==> config.mk <==
export PLATFORM = sky130hd
export DESIGN_NAME = group_id_demap
export DESIGN_NICKNAME = d
export VERILOG_FILES = /design/src/rtl/group_id_demap.sv
export SDC_FILE = /design/constraint.sdc
export NUM_CORES = 1
export LEC_CHECK = 0
export ABC_CLOCK_PERIOD_IN_PS = 1800
export CAP_MARGIN = 10
export CORE_MARGIN = 2
export CORE_UTILIZATION = 35
export DETAILED_ROUTE_END_ITERATION = 10
export HOLD_SLACK_MARGIN = 0.05
export PLACE_DENSITY = 0.76
export SETUP_SLACK_MARGIN = 0.05
export SYNTH_ARGS = -nofsm -noshare
export SYNTH_HDL_FRONTEND = slang
export SYNTH_SLANG_ARGS = --single-unit
==> constraint.sdc <==
create_clock -name clk -period 1.8 [get_ports clk]
set_input_delay 0.36 -clock clk [delete_from_list [all_inputs] [get_ports clk]]
set_output_delay 0.36 -clock clk [all_outputs]
set_load 0.01 [all_outputs]
==> src/rtl/group_id_demap.sv <==
// group_id_demap: decodes a queue-group id into a one-hot source port and
// priority, relative to a one-hot destination port, through a 2-entry FIFO.
// Ports: clk, rst (async, active-high); in_valid/in_ready handshake with
//   in_dst_port[3:0], in_group_id[3:0]; out_valid/out_ready handshake with
//   out_src_port[3:0], out_pri[1:0], out_err; err_cnt[CNT_W-1:0].
// Option: define GROUP_ID_DEMAP_ERRCNT_EN to build the saturating error
//   counter; otherwise err_cnt is tied to 0.
module group_id_demap #(
    parameter int CNT_W = 16
) (
    input  logic             clk,
    input  logic             rst,
    input  logic             in_valid,
    output logic             in_ready,
    input  logic [3:0]       in_dst_port,
    input  logic [3:0]       in_group_id,
    output logic             out_valid,
    input  logic             out_ready,
    output logic [3:0]       out_src_port,
    output logic [1:0]       out_pri,
    output logic             out_err,
    output logic [CNT_W-1:0] err_cnt
);

    logic [1:0]  occ;
    logic [1:0]  occ_nxt;
    logic        rdy_q;
    logic        push;
    logic        pop;

    logic [3:0]  tail_src;
    logic [1:0]  tail_pri;
    logic        tail_err;

    logic [11:0] others;
    logic        bad_dst;
    logic [3:0]  dec_src;
    logic [1:0]  dec_pri;
    logic        dec_err;

    assign push      = in_valid & rdy_q;
    assign pop       = (occ != 2'd0) & out_ready;
    assign in_ready  = rdy_q;
    assign out_valid = (occ != 2'd0);

    // The three non-destination ports, highest slot in the top nibble.
    always_comb begin
        others  = 12'd0;
        bad_dst = 1'b0;
        case (in_dst_port)
            4'b1000: others = {4'b0100, 4'b0010, 4'b0001};
            4'b0100: others = {4'b1000, 4'b0010, 4'b0001};
            4'b0010: others = {4'b1000, 4'b0100, 4'b0001};
            4'b0001: others = {4'b1000, 4'b0100, 4'b0010};
            default: bad_dst = 1'b1;
        endcase
    end

    always_comb begin
        dec_src = 4'd0;
        dec_pri = in_group_id[1:0];
        dec_err = bad_dst;
        case (in_group_id[3:2])
            2'd0:    dec_src = others[3:0];
            2'd1:    dec_src = others[7:4];
            2'd2:    dec_src = others[11:8];
            default: dec_err = 1'b1;
        endcase
        if (dec_err) begin
            dec_src = 4'd0;
            dec_pri = 2'd0;
        end
    end

    always_comb begin
        occ_nxt = occ;
        case ({push, pop})
            2'b10:   occ_nxt = occ + 2'd1;
            2'b01:   occ_nxt = occ - 2'd1;
            default: occ_nxt = occ;
        endcase
    end

    // Head entry lives directly in the output registers; tail is the
    // second slot and only fills when the head is busy.
    always_ff @(posedge clk or posedge rst) begin
        if (rst) begin
            occ          <= 2'd0;
            rdy_q        <= 1'b0;
            out_src_port <= 4'd0;
            out_pri      <= 2'd0;
            out_err      <= 1'b0;
            tail_src     <= 4'd0;
            tail_pri     <= 2'd0;
            tail_err     <= 1'b0;
        end else begin
            occ   <= occ_nxt;
            rdy_q <= (occ_nxt != 2'd2);
            if ((occ == 2'd0 && push) || (occ == 2'd1 && push && pop)) begin
                out_src_port <= dec_src;
                out_pri      <= dec_pri;
                out_err      <= dec_err;
            end else if (occ == 2'd2 && pop) begin
                out_src_port <= tail_src;
                out_pri      <= tail_pri;
                out_err      <= tail_err;
            end
            if (occ == 2'd1 && push && !pop) begin
                tail_src <= dec_src;
                tail_pri <= dec_pri;
                tail_err <= dec_err;
            end
        end
    end

`ifdef GROUP_ID_DEMAP_ERRCNT_EN
    logic [CNT_W-1:0] cnt_q;

    always_ff @(posedge clk or posedge rst) begin
        if (rst) begin
            cnt_q <= '0;
        end else if (push && dec_err && !(&cnt_q)) begin
            cnt_q <= cnt_q + CNT_W'(1);
        end
    end

    assign err_cnt = cnt_q;
`else
    assign err_cnt = '0;
`endif

endmodule
==> results of run 1 <==
worst max-delay path by stage:
stage	endpoint	slack (ps)	depth (start not counted)	start
after detailed placement	in_ready$_DFF_PP0_	-130	6	out_ready
after global routing	in_ready$_DFF_PP0_	40	9	occ[0]$_DFF_PP0_
after CTS	in_ready$_DFF_PP0_	60	7	occ[0]$_DFF_PP0_
final	out_valid	140	4	occ[0]$_DFF_PP0_
after global placement	in_ready$_DFF_PP0_	-70	6	out_ready
after floorplan	in_ready$_DFF_PP0_	80	7	occ[0]$_DFF_PP0_
cells in the final DEF (no fill, tap or decap), types with 2 or more instances in the layout:
| cell type | instances |
|---|---|
| dfrtp_1 | 17 |
| nor4b_1 | 2 |
| o22ai_1 | 2 |
| buf_4 | 15 |
| clkdlybuf4s50_1 | 19 |
| a21boi_0 | 2 |
| nor2_1 | 5 |
| mux2i_1 | 9 |
| mux2_2 | 2 |
| conb_1 | 16 |
| xor2_1 | 2 |
| o22a_1 | 2 |
| ha_1 | 3 |
| inv_1 | 5 |
| mux2_4 | 2 |
| clkbuf_4 | 3 |
| o21ai_0 | 9 |
| nand2_1 | 3 |
| o31ai_1 | 3 |
| nand3_1 | 7 |
worst max-delay path, cell delays in order (launching register included):
cell and delay (ps):
dfrtp_1 400, inv_1 90, ha_2 210, inv_1 40, dlygate4sd2_1 270
cell usage after synthesis (all sizes together):
library cell | n | share of area, %
nor3 | 1 | 0.41
mux2 | 4 | 4.3
nand2 | 3 | 0.93
mux2i | 9 | 7.4
o22ai | 2 | 1.0
o31ai | 3 | 1.9
inv | 6 | 1.9
a21boi | 2 | 1.2
xor2 | 3 | 2.8
o21ai | 11 | 4.5
a21o | 1 | 0.72
buf | 24 | 14
nor3b | 1 | 0.62
o211ai | 1 | 0.62
and2 | 2 | 1.2
ha | 5 | 5.1
conb | 1 | 0.31
or2 | 1 | 0.52
a32o | 1 | 0.82
o2111ai | 1 | 0.72
nor4b | 3 | 2.7
nor2 | 6 | 1.9
o22a | 2 | 1.4
nand3 | 7 | 2.9
nand2b | 2 | 1.0
dfrtp | 17 | 35
a22oi | 2 | 1.6
nand3b | 1 | 1.6
and3 | 1 | 0.52
sequential cells by signal (all words and copies together), names as in the netlist:
name / count
in_ready: 1
occ: 2
out_err: 1
out_pri: 2
out_src_port: 4
tail_err: 1
tail_pri: 2
tail_src: 4
cell families after synthesis:
group,share of synthesized area (%)
other cells,0.309
xor+xnor,2.78
simple gates,14.3
buf+inv,16.1
flops,35.0
fa+ha+maj,5.15
mux,11.7
compound gates,14.6
layout make-up:
class / count / share of cell area, %
timing repair buffer: 35 / 20.4
clock buffer: 3 / 1.48
tap: 46 / 3.78
sequential: 17 / 27.9
clock inverter: 1 / 0.328
inverter: 6 / 1.48
multi-input combinational: 91 / 44.6
metrics by stage:
step	setup WS, ps	TNS [ps]
3_5_place_dp	-126	-187
5_1_grt	42.4	0
6_report	138	0
4_1_cts	56.2	0
3_3_place_gp	-68.7	-81.3
2_1_floorplan	82.3	0
layer usage:
metal / share of wire [%] / GRT usage (%) / vias to the layer above
met5: 0 / 0 / -
met2: 48 / 21.9 / 30
met4: 2.1 / 6.94 / 0
li1: - / - / 460
met3: 5.5 / 2.34 / 4
met1: 44 / 16.0 / 441
power breakdown:
group	switching [W]	total [W]	leakage, nW	internal (W)
sequential	0.0000716	0.000574	0.220	0.000503
combinational	0.000454	0.000977	0.485	0.000523
clock	0.000123	0.000206	0.0177	0.0000828
repair_timing:
action                     in CTS  in global routing
pin swaps                       0                  1
buffers inserted                1                  0
setup endpoints to repair       2                  1
hold endpoints to repair        0                  0
gates resized for setup         2                  5
cloned                          0                  0
==> results.py, run 1 <==
metrics = {
    "finish": {
        "fillers": 336,
        "seqCellArea_um2": 425,
        "num_antenna_cells": 0,
        "postLayoutCoreUtil_pct": 45.7,
        "drive_above_1_share_pct": 23.5,
        "nets": 171,
        "stdcell_count": 199,
        "multi_input_area_um2": 679,
        "syn_to_final_growth_pct": 25.4,
        "postLayoutCellArea_um2": 1520,
    },
    "power_and_ir_drop": {
        "power.total_w": 0.00176,
        "p_per_area_nw_per_um2": 1150,
        "leakagePower_nw": 0.722,
        "ir_drop_v": 0.000309,
    },
    "synthesis": {
        "yosys_register_bits": 17,
        "synth.distinct_cells": 37,
        "synth_area_um2": 1210,
        "yosysWarnings": 0,
        "avgSynthCellArea_um2": 9.88,
        "ys_seq_area_share_pct": 35.0,
        "synth_cells": 123,
    },
    "clock_network": {
        "clock_path_buffers": 2,
        "cts.htree.levels": 1,
        "clk_pin_slew_worst_paths_ps": 100,
        "clock_latency_ps": 290,
        "cts_made_buffers": 3,
        "cts_tree": "built",
        "hold_buffers": 0,
        "cts_root_buf": "clkbuf_4",
        "clock_sinks": 17,
    },
    "sta": {
        "rsz0062_at_grt": "false",
        "fmax_ghz": 0.602,
        "worst_clock_skew_ps": 0.452,
        "timing.hold.ws_ps": 367,
        "setup-violations-final": 0,
        "hold_violations": 0,
        "drv_slew": 0,
        "fin_crit_sh_pct": 92.3,
        "min_period_ps": 1660,
    },
    "place": {
        "gp_congestion": 0.877,
        "place_area_um2": 1470,
        "dp_cells": 194,
        "dp_hpwl_um": 2020,
        "portBuffers": 20,
    },
    "worst_setup_path": {
        "r2r_slack_ps": 140,
        "end_kind": "output pin",
        "cp_data_arrival_time_ps": 1300,
        "cp_data_required_time_ps": 1440,
        "critical_path_peak_fanout": 4,
        "rr_endpoint": "in_ready$_DFF_PP0_",
        "critical_path_class": "reg -> out",
        "rr_startpoint": "occ[0]$_DFF_PP0_",
        "worst-r2r-cell-count": 9,
        "cp-start-kind": "flop",
    },
    "floorplan": {
        "dieArea_um2": 3960,
        "rows": 21,
        "top_level_ports": 37,
        "core_um2": 3340,
        "die-height_um": 62.9,
        "die_w_um": 62.9,
        "start_util_pct": 36.4,
    },
    "detailed_routing": {
        "first_pass_iters": 4,
        "avgViaCountPerCell": 4.70,
        "antenna_left": 0,
        "avgRoutedWirePerCell_um": 12.5,
        "drtIter0Drc": 29,
        "drcViolationCount": 0,
        "finalWirelength_um": 2490,
        "num_vias": 935,
    },
    "job": {
        "drv_cap": 0,
    },
    "global_route": {
        "grt_pass1_vias": 899,
        "grt_overflow_total": 0,
        "grt_pass1_wl_um": 4040,
        "antenna_found_initial": 0,
        "grt_max_degree": 18,
        "track_usage_pct": 13.1,
    },
    "min_path": {
        "worstHoldPathType": "in -> async",
    },
    "status": {
        "status": "complete, no violations",
    },
}
No activity file was read; power rests on OpenSTA's default activity.
==> run 2, diff against run 1 <==
SLEW_MARGIN = 20   (was not set)
==> results of run 2 <==
Same layout as run 1: the final DEF is identical, and so are final timing and power.
